==> src/rtl/uart_pkg.sv <==
// Shared UART definitions: FSM state encoding, parity modes, default word width.
// Latency: n/a (constants and a pure helper function only).
// Backpressure: n/a; a future uart_rx imports the same package.
package uart_pkg;

    // Default number of data bits per frame (legal range 5..8)
    localparam int DEFAULT_DATA_BITS = 8;

    // Parity modes
    localparam int PARITY_NONE = 0;
    localparam int PARITY_ODD  = 1;
    localparam int PARITY_EVEN = 2;

    // Transmitter / receiver FSM state encoding
    localparam logic [2:0] ST_IDLE   = 3'd0;
    localparam logic [2:0] ST_ALIGN  = 3'd1;
    localparam logic [2:0] ST_START  = 3'd2;
    localparam logic [2:0] ST_DATA   = 3'd3;
    localparam logic [2:0] ST_PARITY = 3'd4;
    localparam logic [2:0] ST_STOP   = 3'd5;

    // Frame length in bit periods, measured from the start edge
    function automatic int frame_periods(input int data_bits, input int parity, input int stop_bits);
        return 1 + data_bits + ((parity != PARITY_NONE) ? 1 : 0) + stop_bits;
    endfunction

endpackage

==> src/rtl/uart_tx.sv <==
// Serialising UART transmitter: start, LSB-first data, optional parity, 1-2 stop bits.
// Latency: start edge on the first baud_tick after the handshake, then one period per bit.
// Backpressure: tx_ready only in IDLE; tx_valid/tx_data ignored while a frame is in flight.
module uart_tx
    import uart_pkg::*;
#(
    parameter int DATA_BITS = DEFAULT_DATA_BITS,
    parameter int PARITY    = PARITY_NONE,
    parameter int STOP_BITS = 1
) (
    input  logic                 clk,
    input  logic                 rst,
    input  logic                 baud_tick,
    input  logic [DATA_BITS-1:0] tx_data,
    input  logic                 tx_valid,
    output logic                 tx_ready,
    output logic                 tx,
    output logic                 tx_busy
);

    localparam logic [2:0] LAST_BIT   = 3'(DATA_BITS - 1);
    localparam logic       LAST_STOP  = 1'(STOP_BITS - 1);
    localparam bit         HAS_PARITY = (PARITY != PARITY_NONE);
    localparam bit         ODD_PARITY = (PARITY == PARITY_ODD);

    logic [2:0]           state;
    logic [DATA_BITS-1:0] shift_reg;
    logic [2:0]           bit_cnt;
    logic                 stop_cnt;
    logic                 parity_bit;
    logic                 accept;

    // Ready only in IDLE, and held low while reset is asserted
    assign tx_ready = (state == ST_IDLE) && !rst;
    assign accept   = tx_valid && tx_ready;

    // Frame sequencer: every line transition happens on a baud_tick edge
    always_ff @(posedge clk) begin
        if (rst) begin
            state      <= ST_IDLE;
            tx         <= 1'b1;
            tx_busy    <= 1'b0;
            shift_reg  <= '0;
            bit_cnt    <= '0;
            stop_cnt   <= 1'b0;
            parity_bit <= 1'b0;
        end else begin
            case (state)
                ST_IDLE: begin
                    tx <= 1'b1;
                    // A tick coinciding with the handshake is deliberately ignored;
                    // ALIGN waits for the next one so the start bit is a full period.
                    if (accept) begin
                        shift_reg  <= tx_data;
                        parity_bit <= ODD_PARITY ? ~^tx_data : ^tx_data;
                        bit_cnt    <= '0;
                        stop_cnt   <= 1'b0;
                        tx_busy    <= 1'b1;
                        state      <= ST_ALIGN;
                    end
                end
                ST_ALIGN: begin
                    if (baud_tick) begin
                        tx    <= 1'b0;
                        state <= ST_START;
                    end
                end
                ST_START: begin
                    if (baud_tick) begin
                        tx        <= shift_reg[0];
                        shift_reg <= shift_reg >> 1;
                        bit_cnt   <= '0;
                        state     <= ST_DATA;
                    end
                end
                ST_DATA: begin
                    // bit_cnt names the data bit currently on the line
                    if (baud_tick) begin
                        if (bit_cnt == LAST_BIT) begin
                            stop_cnt <= 1'b0;
                            if (HAS_PARITY) begin
                                tx    <= parity_bit;
                                state <= ST_PARITY;
                            end else begin
                                tx    <= 1'b1;
                                state <= ST_STOP;
                            end
                        end else begin
                            bit_cnt   <= bit_cnt + 3'd1;
                            tx        <= shift_reg[0];
                            shift_reg <= shift_reg >> 1;
                        end
                    end
                end
                ST_PARITY: begin
                    if (baud_tick) begin
                        tx       <= 1'b1;
                        stop_cnt <= 1'b0;
                        state    <= ST_STOP;
                    end
                end
                ST_STOP: begin
                    if (baud_tick) begin
                        if (stop_cnt == LAST_STOP) begin
                            tx_busy <= 1'b0;
                            state   <= ST_IDLE;
                        end else begin
                            stop_cnt <= stop_cnt + 1'b1;
                        end
                    end
                end
                default: begin
                    tx      <= 1'b1;
                    tx_busy <= 1'b0;
                    state   <= ST_IDLE;
                end
            endcase
        end
    end

endmodule

==> config.mk <==
export PLATFORM = sky130hd
export DESIGN_NAME = uart_tx
export DESIGN_NICKNAME = d
export VERILOG_FILES = /design/src/rtl/uart_pkg.sv /design/src/rtl/uart_tx.sv
export SDC_FILE = /design/constraint.sdc
export NUM_CORES = 1
export LEC_CHECK = 0
export CAP_MARGIN = 10
export CORE_ASPECT_RATIO = 1.25
export CORE_UTILIZATION = 40
export CTS_CLUSTER_DIAMETER = 50
export DETAILED_ROUTE_END_ITERATION = 8
export GPL_ROUTABILITY_DRIVEN = 0
export PLACE_DENSITY = 0.6
export SETUP_SLACK_MARGIN = 0.02
export SYNTH_ARGS = -nofsm -noshare
export SYNTH_HDL_FRONTEND = slang
export SYNTH_SLANG_ARGS = --single-unit
==> constraint.sdc <==
create_clock -name clk -period 2.4 [get_ports clk]
set_input_delay 0.36 -clock clk [delete_from_list [all_inputs] [get_ports clk]]
set_output_delay 0.36 -clock clk [all_outputs]
set_load 0.01 [all_outputs]
Word-level counts from Yosys, hierarchy flattened
Cells that the tools add are included.

operators by class
  add/subtract/negate cells = 2
  equality and inequality tests = 15
  reduce and logical (&&, ||, !) cells = 12
  bitwise logic cells = 2
  mux-type cells = 35

operators by type and width
  kind                   number
  $mux W3                12
  $mux W8                4
  $pmux W8 S3            1
  $ne A2 B2 Y1 const B   9
  $pmux W3 S6            1
  $mux W1                13
  $reduce_and A5 Y1      2
  $eq A3 B3 Y1 const B   3
  $pmux W3 S3            1
  $reduce_and A8 Y1      1
  $eq A3 B2 Y1 const B   2
  $reduce_and A6 Y1      1
  $pmux W1 S5            1
  $pmux W1 S4            1
  $reduce_and A4 Y1      1
  $reduce_bool A4 Y1     1
  $reduce_or A4 Y1       1
  $add A3 B1 Y3 const B  1
  $eq A3 B1 Y1 const B   1
  $logic_not A3 Y1       1
  $pmux W1 S3            1
  $reduce_bool A3 Y1     1
  $logic_and A1 B1 Y1    2
  $not A1 Y1             2
  2 further kinds        2

storage, ports and cells
  input port bits = 12
  register bits after elaboration = 17
  word-level logic and storage cells = 72
  output and inout port bits = 3

Logic depth before layout (Yosys ltp)
  depth after elaboration = 5
  mapped depth = 7
  mapped depth without buffers = 6

Worst setup path before layout
OpenSTA, ideal clock, no wires.

  kind = register to register
  start = register bit_cnt[0]
  end = register shift_reg[4]
  path buffers = 1
  clock period less this slack = 1.656 ns
  required time = 2.312 ns
  cell stages (with the launch flop) = 8
  setup time = 0.088 ns
  setup slack = 0.744 ns
  arrival time = 1.568 ns
  cell sequence = dfxtp_1 > ha_1 > ha_1 > nand2b_1 > a22oi_2 > buf_6 > a21oi_1 > a311oi_2

on the way
  word-level cells in the longest chain between the ends = 3

RTL lines
  what                                line           source
  from (decl)                         uart_tx.sv:28  logic [2:0] bit_cnt;
  from (signal assigned)              uart_tx.sv:89  bit_cnt <= bit_cnt + 3'd1;
  $eq A3 B3 Y1                        uart_tx.sv:79  if (bit_cnt == LAST_BIT) begin
  $ne A2 B2 Y1 (no source line)       --
  $reduce_and A5 Y1 (no source line)  --
  to (signal assigned)                uart_tx.sv:54  shift_reg <= tx_data;
  to (signal assigned)                uart_tx.sv:71  shift_reg <= shift_reg >> 1;
  to (signal assigned)                uart_tx.sv:91  shift_reg <= shift_reg >> 1;
  to (decl)                           uart_tx.sv:27  logic [DATA_BITS-1:0] shift_reg;

Every way passes these cells.
A chain may end at the register's enable or synchronous reset.

Worst setup path in the final report
  start = register state[0]
  end = output port tx_ready

on the way
  word-level cells in the longest chain between the ends = 2

RTL lines
  what                    line           source
  from (decl)             uart_tx.sv:26  logic [2:0] state;
  from (signal assigned)  uart_tx.sv:40  state <= ST_IDLE;
  from (signal assigned)  uart_tx.sv:59  state <= ST_ALIGN;
  from (signal assigned)  uart_tx.sv:65  state <= ST_START;
  $logic_not A3 Y1        uart_tx.sv:34  assign tx_ready = (state == ST_IDLE) && !rst;
  $logic_and A1 B1 Y1     uart_tx.sv:34
  to (decl)               uart_tx.sv:16  output logic tx_ready,

Every way passes these cells.

==> results.json <==
{
  "grt_remaining_overflow": 0,
  "finalHoldViolCount": 0,
  "finalPower_mw": 0.658,
  "num_rows": 19,
  "synthDistinctLibCells": 28,
  "r2r_slack_ns": 0.50,
  "root_buffer": "clkbuf_4",
  "cellPowerDensity_nw_per_um2": 589,
  "grt_max_degree": 16,
  "worstPathRequired_ns": 2.04,
  "utilization_pct": 51.1,
  "worstSetupStartpointType": "flop",
  "min_period_ns": 2.05,
  "max_freq_mhz": 488,
  "cts_hold_buffers": 0,
  "antenna_found_initial": 0,
  "worstPathArrival_ns": 1.69,
  "largest_register_ffs": 8,
  "setup_tns_ns": 0,
  "worst_slack_ns": 0.349,
  "syn_to_final_growth_pct": 21.8,
  "ant_nets": 0,
  "ir_worst_vdd_mv": 0.367,
  "h-tree-depth": 1,
  "syn_avg_cell_area_sq_um": 9.08,
  "synthCells": 101,
  "synth_top_area_share_pct": 34.9,
  "hold_end": "shift_reg[7]",
  "die_area_sq_um": 2490,
  "p_leak_nw": 0.452,
  "worstHoldStart": "shift_reg[7]",
  "fin_area_sq_um": 1120,
  "clock_latency_ns": 0.28,
  "ioPinCount": 15,
  "drc": 0,
  "crit_fanout": 15,
  "drt_iter0_markers": 7,
  "synth-seq-cells": 16,
  "die_h_um": 55.5,
  "ys_seq_area_share_pct": 34.9,
  "post_cts_buffers": 0,
  "dp_hpwl_um": 1290,
  "numCtsBuffers": 3,
  "ys.flop_type": "dfxtp_1",
  "maxCapViolations": 0,
  "slew_headroom_pct": 66.0,
  "start_util_pct": 41.9,
  "cts_tree": "done",
  "syn_nets": 115,
  "yosysWarnings": 0,
  "synth_edf_count": 0,
  "diodes": 0,
  "synthArstFlopShare_pct": 0,
  "setup_viol": 0,
  "syn_area_sq_um": 917,
  "finalNonFillerCells": 147,
  "rsz0062_at_grt": "no",
  "grt_pass1_wl_um": 3190,
  "clk_path_buf_depth": 2,
  "timing.hold.ws_ns": 0.491,
  "dr.pass1.iters": 4,
  "viasPerCell": 5.30,
  "r2r_start": "bit_cnt[0]",
  "io_buffers": 14,
  "grt_pass1_vias": 693,
  "worstSetupEndpointType": "output port",
  "drive_gt1_share_pct": 12.9,
  "num-fill-cells": 230,
  "hp-class": "flop to flop",
  "finalWirelength_um": 1840,
  "status": "complete, no violations",
  "die_x_um": 44.8,
  "synth.area.top_cells": "dfxtp_1 35%, mux2i_1 14%, a21oi_1 6.0%",
  "place_ws_ns": 0.448,
  "clock_sinks": 16,
  "timing.rr.end": "shift_reg[3]",
  "wl_per_cell_um": 12.5,
  "nets": 131,
  "dp_cells": 143,
  "ctsResizeCount": 0,
  "min_path_cells": 2,
  "grt_usage_pct": 16.7,
  "yosysTopAreaCell": "dfxtp_1",
  "reg2regPathDepth": 7,
  "maxSlewViolCount": 0,
  "crit_type": "flop to output port",
  "core-area_sq_um": 2190,
  "worst_pin_slew_ns": 0.511,
  "placed_area_sq_um": 1080,
  "via_count": 779,
  "clkTransAtPathRegs_ns": 0.09,
  "finalCritPeriodShare_pct": 85.5,
  "finClkSkew_ns": 0.000517
}
kinds of logic after synthesis:
family,synth area share (%)
AND/OR/NAND/NOR,19.0
AO/OA/AOI/OAI,21.3
flip-flops,34.9
multiplexers,14.2
buffers and inverters,6.96
adder cells (fa/ha/maj),2.73
XOR/XNOR,0.955
cells in the mapped netlist, drive strengths merged, types with 3 or more instances:
cell / instances
a21oi: 11
a311oi: 7
buf: 6
clkbuf: 3
dfxtp: 16
mux2i: 13
nand2: 5
nand2b: 7
nor2: 11
where the power goes:
part | switching, mW | leakage, nW | total [mW] | internal [mW]
logic | 0.0756 | 0.299 | 0.161 | 0.0855
clock network | 0.0863 | 0.0210 | 0.179 | 0.0923
registers | 0.0250 | 0.132 | 0.318 | 0.293
total | 0.187 | 0.452 | 0.658 | 0.471
area by class of cell:
| class | count | area [sq um] | share of cell area, % |
|---|---|---|---|
| clock buffer | 4 | 36.3 | 3.25 |
| tap | 31 | 38.8 | 3.47 |
| sequential | 16 | 320 | 28.7 |
| timing repair buffer | 20 | 185 | 16.6 |
| multi-input combinational | 75 | 533 | 47.7 |
| inverter | 1 | 3.75 | 0.336 |
placed cells by master (no fill, tap or decap), drive strengths merged:
master / synthesis / layout
o21ai: 2 / 2
or4b: 1 / 1
nand2b: 7 / 7
o21bai: 1 / 1
xnor2: 1 / 1
a2bb2oi: 1 / 1
a311oi: 7 / 7
clkbuf: 3 / 4
a22oi: 1 / 1
ha: 2 / 2
inv: 1 / 1
nand2: 5 / 5
nand3b: 1 / 1
nor3: 2 / 2
nor2: 11 / 11
mux2i: 13 / 13
a31oi: 2 / 2
nand4: 2 / 2
clkdlybuf4s50: 0 / 14
nor2b: 1 / 1
a21oi: 11 / 11
nor4b: 1 / 1
a2111oi: 1 / 1
nor4: 2 / 2
dfxtp: 16 / 16
buf: 6 / 6
worst max-delay path by stage:
stage               start            to  slack, ns  cells past startpoint
2_1_floorplan  bit_cnt[0]  shift_reg[4]       0.74                      7
3_3_place_gp          rst      tx_ready       0.45                      3
3_5_place_dp          rst  shift_reg[3]       0.45                      6
4_1_cts          state[0]      tx_ready       0.35                      2
5_1_grt          state[0]      tx_ready       0.25                      2
6_report         state[0]      tx_ready       0.35                      2
critical path, stage by stage, from the launching register on:
cell,delay [ns]
dfxtp_1,0.47
nor4_1,0.35
clkdlybuf4s50_1,0.59
layer usage:
metal	vias to the layer above	track usage, %	wire [um]	part of all wire, %
li1	405	-	-	-
met1	356	26.4	947	52
met2	14	21.8	784	43
met3	4	3.27	69	3.8
met4	0	6.49	34	1.9
met5	-	0	0	0
(Power assumes the default switching activity.)
==> edit: new RTL, same flow settings <==
Set the package constant `DEFAULT_DATA_BITS` to 6 (it was 8).
--- a/src/rtl/uart_pkg.sv
+++ b/src/rtl/uart_pkg.sv
@@ -4,7 +4,7 @@
 package uart_pkg;
 
     // Default number of data bits per frame (legal range 5..8)
-    localparam int DEFAULT_DATA_BITS = 8;
+    localparam int DEFAULT_DATA_BITS = 6;
 
     // Parity modes
     localparam int PARITY_NONE = 0;
Ports: changed (resized tx_data); port bits go from 15 to 13. The function was not compared with the original's and may differ.
==> edit against the original RTL <==
- critical path depth grew 2
- total power shrank 15%
- count of clock-buffer cells in the layout is the same
- critical endpoint unchanged
- sequential cell count shrank 2
- routed wire length shrank 18%
- cell area shrank 15%
- via count shrank 16%
- register-to-register slack gained 0.05 ns
- setup slack lost 0.061 ns
- area after synthesis shrank 18%
- sequential share of layout area grew 0.88 points
==> edit: results <==
group,metric,value,unit
outcome,status,"complete, no violations",
placed_design,portBuffers,12,
synth,synthMuxAreaShare,0.0662,
final_layout,layout-drive-gt1-share,0.158,
detailed_routing,met3_wirelength,50,µm
detailed_routing,drtIter0Drc,2,
worst_hold_path,hold_end,"shift_reg[5]$_SDFFE_PP0P_",
worst_setup_path,crit_arrival,1.75,ns
sta,tightest_slew,0.508,ns
power,cellLeakagePower,0.386,nW
sta,whs,0.474,ns
synth,synth_commonest_cells,"dfxtp_1, nor2_1, a21oi_1, clkbuf_1, mux2i_1",
global_routing,grt_pass1_wl,2490,µm
sta,fin_skew,0.00204,ns
detailed_routing,vias_per_cell,5.77,
global_routing,grt_pass1_vias,583,
detailed_routing,wire_per_inst,13.2,µm
worst_setup_path,rrSetupSlack,0.55,ns
worst_setup_path,r2r_start,"state[0]$_SDFFE_PP0P_",
detailed_routing,wl_met1,684,µm
synth,synth_seq_area_share,0.371,
synth,synth_fa_ha_area_frac,0.0331,
global_routing,grt_max_degree,17,
synth,synth_compound_area_frac,0.296,
global_routing,grt_use_met3,0.0265,
worst_setup_path,critPathTopFamily,"buffers and inverters",
worst_setup_path,cp-startpoint,"rst",
final_layout,nFillCells,188,
final_layout,nets,108,
detailed_routing,firstDrtPassIters,3,
global_routing,grt_util_met2,0.286,
power,ir_drop,0.358,mV
placed_design,dpl_cell_area,912,µm²
global_routing,gr-usage-all-layers,0.179,
detailed_routing,routed-wl-met2,728,µm
final_layout,largest_reg_flops,6,
placed_design,hpwlAfterDp,1080,µm
synth,synth.distinct_cells,35,
worst_setup_path,r2r_end,"shift_reg[1]$_SDFFE_PP0P_",
global_routing,grt_util_met1,0.206,
worst_setup_path,r2r_cells,5,
global_routing,antenna_found_initial,0,
worst_hold_path,holdCritStartpoint,"shift_reg[5]$_SDFFE_PP0P_",
synth,syn_nets,93,
[edit: tightest hold or removal path: cells and delay by family, from the launching register on]
family	cells	cell delay, ns
flops	1	0.32
simple gates	1	0.05
compound gates	1	0.06
[edit: cell families after synthesis]
family | after synthesis
mux | 5
fa+ha+maj | 2
buf+inv | 8
simple gates | 25
compound gates | 27
flops | 14
[edit: cell type report]
type,count,area [µm²],area share
sequential,14,280,0.296
inverter,2,7.51,0.00792
tap,19,23.8,0.0251
multi-input combinational,59,438,0.462
timing repair buffer,16,163,0.172
clock buffer,4,36.3,0.0383
[edit: power breakdown]
part / switching, mW / internal (mW) / leakage (nW)
Clock: 0.0825 / 0.0923 / 0.0210
Combinational: 0.0547 / 0.0684 / 0.250
Sequential: 0.0141 / 0.250 / 0.115
[edit: stage by stage]
stage	std cells	setup WS, ns
6_report	114	0.288
4_1_cts	114	0.276
3_5_place_dp	110	0.179
2_1_floorplan	81	0.689
3_3_place_gp	110	0.204
5_1_grt	114	0.194
